==> src/rtl/game_button_ctrl.sv <==
// game_button_ctrl: conditions the three raw active-low board push-buttons
// (start, pause, reset) into debounced levels and registered single-cycle
// command pulses for the game state machine. Simultaneous presses are
// resolved reset > pause > start, and a lockout window after each command
// discards further press events.
module game_button_ctrl #(
  parameter int DEBOUNCE_CYCLES = 1000000,
  parameter int CNT_W           = 20,
  parameter int LOCKOUT_CYCLES  = 0,
  parameter int LOCK_W          = 8
) (
  input  logic       clk,
  input  logic       resetFSM,
  input  logic       btn_start_n,
  input  logic       btn_pause_n,
  input  logic       btn_reset_n,
  output logic       startGame,
  output logic       pauseGame,
  output logic       reset,
  output logic [2:0] pressed
);

  localparam logic [CNT_W-1:0]  CNT_LAST  = CNT_W'(DEBOUNCE_CYCLES - 1);
  localparam logic [LOCK_W-1:0] LOCK_LOAD = LOCK_W'(LOCKOUT_CYCLES);

  // Button vectors are ordered {reset, pause, start} throughout.
  logic [2:0]       rawN;
  logic [2:0]       sync1;
  logic [2:0]       sync2;
  logic [2:0]       s;
  logic [2:0]       level;
  logic [2:0]       levelDly;
  logic [CNT_W-1:0] cnt [3];
  logic [2:0]       pressEvt;
  logic [2:0]       cmd;
  logic [2:0]       cmdNext;
  logic [LOCK_W-1:0] lockCnt;

  assign rawN = {btn_reset_n, btn_pause_n, btn_start_n};
  assign s    = ~sync2;

  // Two-flop synchroniser; resets to the released (high) level so a held
  // button is seen as a fresh press after reset.
  always_ff @(posedge clk) begin
    if (resetFSM) begin
      sync1 <= 3'b111;
      sync2 <= 3'b111;
    end else begin
      sync1 <= rawN;
      sync2 <= sync1;
    end
  end

  // Counter debounce: the level only follows s after it has differed for
  // DEBOUNCE_CYCLES consecutive cycles; any agreement clears the count.
  always_ff @(posedge clk) begin
    if (resetFSM) begin
      level    <= 3'b000;
      levelDly <= 3'b000;
      for (int i = 0; i < 3; i++) begin
        cnt[i] <= '0;
      end
    end else begin
      levelDly <= level;
      for (int i = 0; i < 3; i++) begin
        if (s[i] != level[i]) begin
          if (cnt[i] == CNT_LAST) begin
            level[i] <= s[i];
            cnt[i]   <= '0;
          end else begin
            cnt[i] <= cnt[i] + CNT_W'(1);
          end
        end else begin
          cnt[i] <= '0;
        end
      end
    end
  end

  assign pressEvt = level & ~levelDly;

  // Fixed-priority arbitration of press events; losers and events arriving
  // during lockout are simply dropped.
  always_comb begin
    cmdNext = 3'b000;
    if (lockCnt == '0) begin
      if (pressEvt[2]) begin
        cmdNext = 3'b100;
      end else if (pressEvt[1]) begin
        cmdNext = 3'b010;
      end else if (pressEvt[0]) begin
        cmdNext = 3'b001;
      end
    end
  end

  // Registered command pulses and the lockout counter, which reloads on
  // every emitted command and otherwise counts down to zero and stays there.
  always_ff @(posedge clk) begin
    if (resetFSM) begin
      cmd     <= 3'b000;
      lockCnt <= '0;
    end else begin
      cmd <= cmdNext;
      if (cmdNext != 3'b000) begin
        lockCnt <= LOCK_LOAD;
      end else if (lockCnt != '0) begin
        lockCnt <= lockCnt - LOCK_W'(1);
      end
    end
  end

  assign startGame = cmd[0];
  assign pauseGame = cmd[1];
  assign reset     = cmd[2];
  assign pressed   = level;

endmodule
==> config.mk <==
export PLATFORM = sky130hd
export DESIGN_NAME = game_button_ctrl
export DESIGN_NICKNAME = d
export VERILOG_FILES = /design/src/rtl/game_button_ctrl.sv
export SDC_FILE = /design/constraint.sdc
export NUM_CORES = 1
export LEC_CHECK = 0
export ABC_AREA = 1
export CORE_MARGIN = 10
export CORE_UTILIZATION = 31
export DETAILED_ROUTE_END_ITERATION = 8
export GPL_ROUTABILITY_DRIVEN = 0
export GPL_TIMING_DRIVEN = 0
export PLACE_DENSITY_LB_ADDON = 0.2
export SLEW_MARGIN = 20
export SYNTH_ARGS = -nofsm -noshare
export SYNTH_HDL_FRONTEND = slang
export SYNTH_SLANG_ARGS = --single-unit
==> constraint.sdc <==
create_clock -name clk -period 2.9 [get_ports clk]
set_input_delay 0.58 -clock clk [delete_from_list [all_inputs] [get_ports clk]]
set_output_delay 0.58 -clock clk [all_outputs]
set_load 0.02 [all_outputs]
### Word level (Yosys, flattened, before mapping)

Memory sizes are Yosys's and may differ from the RTL's.
Index checks and enable logic that the tools add are counted.

| word-level totals | value |
|---|---|
| memories kept | 1 |
| logic and storage cells | 86 |
| memory bits (writable) | 60 |
| bits in latches | 0 |
| output and inout bits | 6 |
| register bits after elaboration | 23 |
| memory bits (read-only) | 0 |
| input port bits | 5 |

Memories:

| memory | depth | width | rd ports | clocked after Yosys merged registers in | write ports | line | text |
|---|---|---|---|---|---|---|---|
| cnt | 3 | 20 | 3 | 0 | 3 | 33 | `logic [CNT_W-1:0] cnt [3];` |

| operators by class | value |
|---|---|
| $add $sub $neg | 4 |
| equality and inequality tests | 6 |
| div/mod/pow operators | 0 |
| shift-type cells | 0 |
| multiply operators | 0 |
| $lt $le $gt $ge | 0 |
| muxes and demuxes | 48 |
| reduce and logical (&&, ||, !) cells | 7 |
| bitwise logic cells | 12 |

Operators with widths:

| cell | count |
|---|---|
| two-way mux 20 bit | 9 |
| adder 20 x 1 -> 20 bit, second input constant | 3 |
| equality test 20 bit, second input constant | 3 |
| two-way mux 1 bit | 36 |
| bitwise OR 1 bit | 9 |
| zero test 8 bit | 1 |
| nonzero test 8 bit | 1 |
| subtractor 8 x 1 -> 8 bit, second input constant | 1 |
| two-way mux 3 bit | 2 |
| NOT 3 bit | 2 |
| AND reduction 2 bit | 3 |
| AND 3 bit | 1 |
| != test 1 bit | 3 |
| nonzero test 3 bit | 1 |
| two-way mux 2 bit | 1 |
| OR reduction 2 bit | 1 |

### Longest topological paths before layout

An unclocked memory read counts as a cell.

| logic depth | value |
|---|---|
| depth in word-level cells | 9 |
| mapped depth | 9 |
| depth with buffers taken out | 9 |

### Least setup slack after synthesis

No wires, ideal clock.

| timing | value |
|---|---|
| kind | register to register |
| start point | memory cnt[1][0] |
| end point | memory cnt[1][9], data pin |
| library setup time | 0.254 ns |
| arrival | 1.364 ns |
| path slack | 1.281 ns |
| data required time | 2.646 ns |
| period minus slack after synthesis | 1.619 ns |
| stages on the path, launching flop included | 8 |
| path through | edfxtp_1 > ha_1 > nand3_2 > nor2_2 > nand3_2 > o21ai_4 > buf_6 > nor2_1 |

RTL lines:

| what | line |
|---|---|
| start: declaration | 33 |

### Worst setup path after layout

| timing | value |
|---|---|
| start point | register level[1] (netlist: pressed[1]) |
| end point | output port pressed[1] |

RTL lines:

| what | line | text |
|---|---|---|
| start: declaration | 31 | `logic [2:0] level;` |
| start signal: indexed assignment | 68 | `level[i] <= s[i];` |
| end: declaration | 20 | `output logic [2:0] pressed` |

No word-level cell between the ends.

==> results.sh <==
export IMPL_post_cts_setup_buffers=0
export IMPL_ys_ff_latch=83
export IMPL_setup_ws_ns=0.917
export IMPL_grt_ovfl_total=0
export IMPL_ys_seq_area_share_pct=49.2
export IMPL_nets=671
export IMPL_clkTransAtPathRegs_ns=0.06
export IMPL_drc=0
export IMPL_power_internal_w=0.00213
export IMPL_cp_depth=1
export IMPL_async_flop_share_pct=0
export IMPL_drive_above_1_share_pct=7.21
export IMPL_core_um2=14500
export IMPL_cts_buffers=9
export IMPL_worstSetupPathType="flop to primary output"
export IMPL_switching_power_w=0.000603
export IMPL_dr_first_iter_drc_count=153
export IMPL_cp_num_buf_inv=1
export IMPL_yosysWarnings=0
export IMPL_cts_htree_levels=3
export IMPL_pwr_share_clk_pct=46.5
export IMPL_clock_sinks=83
export IMPL_post_route_util_pct=37.8
export IMPL_holdWs_ns=0.408
export IMPL_timing_critical_path_arrival_ns=1.40
export IMPL_min_path_type="flop to flop"
export IMPL_post_route_period_util_pct=68.4
export IMPL_cp_top_family="buffers and inverters"
export IMPL_synth_cells=581
export IMPL_io_buffer_count=10
export IMPL_vias_per_cell=4.38
export IMPL_combPwrFrac_pct=3.9
export IMPL_cts_path_max_buffers=2
export IMPL_die_h_um=142
export IMPL_grt_antenna_before_repair=0
export IMPL_drv_cap=0
export IMPL_drt_total_wl_mm=9.08
export IMPL_worstPathRequired_ns=2.32
export IMPL_diodes=0
export IMPL_post_place_ws_ns=0.616
export IMPL_leakagePower_nw=2.12
export IMPL_grt_max_degree=16
export IMPL_worstHoldPathCells=1
export IMPL_power_w=0.00273
export IMPL_clk_latency_ns=0.35
export IMPL_finalHoldViolations=0
export IMPL_dieArea_um2=20100
export IMPL_ios=11
export IMPL_grt_pass1_vias=3608
export IMPL_netlist_area_um2=4600
export IMPL_vdd_drop_max_v=0.000236
export IMPL_slowest_stage="clkdlybuf4s50_1"
export IMPL_drt_first_pass_iters=4
export IMPL_powerDensity_nw_per_um2=497
export IMPL_fin_skew_ns=0.00440
export IMPL_crit_fanout=4
export IMPL_p_sw_share_pct=22.1
export IMPL_clockRootBuffer="clkbuf_16"
export IMPL_wl_per_cell_um=10.7
export IMPL_cp_slowest_stage_delay_ns=0.64
export IMPL_start_util_pct=31.7
export IMPL_dr_total_vias=3722
export IMPL_synth_edf_count=60
export IMPL_period_needed_ns=1.98
export IMPL_tns_ns=0
export IMPL_rsz0062_at_grt="no"
export IMPL_cp_start_kind="flop"
export IMPL_rows=44
export IMPL_reg2regPathDepth=7
export IMPL_grt_pass1_wl_mm=16.0
export IMPL_outcome="complete, no violations"
export IMPL_pwr_share_seq_pct=49.6
export IMPL_synth_cell_type_count=31
export IMPL_place_hpwl_mm=6.84
export IMPL_hold_buffers=0
export IMPL_drtAntennaViolNets=0
export IMPL_post_cts_resized=0
export IMPL_fmax_mhz=504
export IMPL_die_x_um=142
export IMPL_cts_tree="done"
export IMPL_slew_viol_final=0
export IMPL_ys_dominant_reg_cell="edfxtp_1"
export IMPL_avgSynthCellArea_um2=7.92
export IMPL_worstPathCellList="clkdlybuf4s50_1"
export IMPL_endpoint_kind="primary output"
export IMPL_grt_total_usage_pct=9.62
export IMPL_setup_viol=0
export IMPL_syn_to_final_growth_pct=19.4
-- cells in the final DEF, fill, tap and decap left out, types with 5 or more instances in the layout --
cell type / synthesis / final
nor2_1: 149 / 149
or2_2: 11 / 11
clkdlybuf4s50_1: 0 / 10
clkbuf_16: 0 / 11
dfxtp_1: 23 / 23
xnor2_1: 14 / 14
nand2_1: 139 / 139
nand4_1: 9 / 9
nand3_2: 6 / 6
ha_1: 5 / 5
nor3_1: 7 / 7
nand3_1: 27 / 27
edfxtp_1: 60 / 60
xor2_1: 13 / 13
o21ai_0: 8 / 8
a21oi_1: 30 / 30
conb_1: 1 / 60
inv_1: 52 / 52
-- registers in the layout (all words and copies together) (netlist names) --
| name | count |
|---|---|
| lockCnt | 8 |
| cnt | 60 |
| levelDly | 3 |
| sync1 | 3 |
| cmd | 3 |
| sync2 | 3 |
| pressed | 3 |
-- worst register-to-register path, stage by stage (launching register included) --
cell and delay (ns):
edfxtp_1 0.42, ha_1 0.28, nand3_2 0.16, nor2_2 0.13, nand3_2 0.10, o21ai_4 0.33
buf_6 0.21, nor2_1 0.05
-- cells in the mapped netlist, types with 2 or more instances --
cell | n | area (µm²)
nor2_1 | 149 | 559
nand2_1 | 139 | 522
edfxtp_1 | 60 | 1800
inv_1 | 52 | 195
a21oi_1 | 30 | 150
nand3_1 | 27 | 135
dfxtp_1 | 23 | 460
xnor2_1 | 14 | 123
xor2_1 | 13 | 114
or2_2 | 11 | 68.8
nand4_1 | 9 | 56.3
o21ai_0 | 8 | 40.0
nor3_1 | 7 | 35.0
nand3_2 | 6 | 60.1
ha_1 | 5 | 62.6
nand3b_1 | 4 | 30.0
nor2_2 | 4 | 25.0
or2_0 | 4 | 25.0
buf_6 | 2 | 22.5
nand2_2 | 2 | 12.5
nor2_4 | 2 | 22.5
-- metrics by stage --
| step | instance area, µm² | std cells |
|---|---|---|
| final | 5490 | 850 |
| after detailed placement | 5150 | 834 |
| after floorplan | 4820 | 640 |
| after global routing | 5490 | 850 |
| after global placement | 5150 | 834 |
| after CTS | 5490 | 850 |
-- path summary, 6_finish.rpt --
path	startpoint	to	slack, ns
hold reg to reg	sync1[1]$_SDFF_PP1_	sync2[1]$_SDFF_PP1_	0.41
setup / recovery	pressed[1]$_SDFFE_PP0P_	pressed[1]	0.92
hold / removal	sync1[1]$_SDFF_PP1_	sync2[1]$_SDFF_PP1_	0.41
setup reg to reg	cnt[1][0]$_SDFFCE_PP0P_	cnt[1][5]$_SDFFCE_PP0P_	0.98
-- cells by family (layout without fill, tap and decap cells) --
family                     after synthesis  count (layout)  synth area share [%]
adders and majority gates                5               5                  1.36
buffers and inverters                   57              83                  5.06
other                                    1              60                0.0815
DFF                                     83              83                  49.2
xor gates and xnor gates                27              27                  5.14
AOI/OAI and AO/OA                       41              41                  4.76
and+or+nand+nor                        367             367                  34.4
-- power by group through the flow --
| stage | combinational, W | sequential, W | clock [W] |
|---|---|---|---|
| CTS | 0.000105 | 0.00135 | 0.00131 |
| finish | 0.000106 | 0.00136 | 0.00127 |
| global route | 0.000125 | 0.00136 | 0.00136 |
| global placement | 0.000104 | 0.00138 | 0 |
| floorplan | 0.0000836 | 0.00137 | 0 |
| detailed placement | 0.000105 | 0.00138 | 0 |
-- final cells by class --
cell class / count / area (µm²)
multi-input combinational: 500 / 2330
fill: 1533 / 9040
buffer: 4 / 33.8
clock buffer: 11 / 275
sequential: 83 / 2260
clock inverter: 5 / 65.1
tap: 184 / 230
inverter: 53 / 199
timing repair buffer: 10 / 100
-- metal layers --
layer / GRT usage [%] / wire length, µm
met3: 2.07 / 264
met1: 11.9 / 4500
met4: 5.49 / 198
met5: 0 / 0
met2: 15.1 / 4120
(Power assumes the default switching activity.)
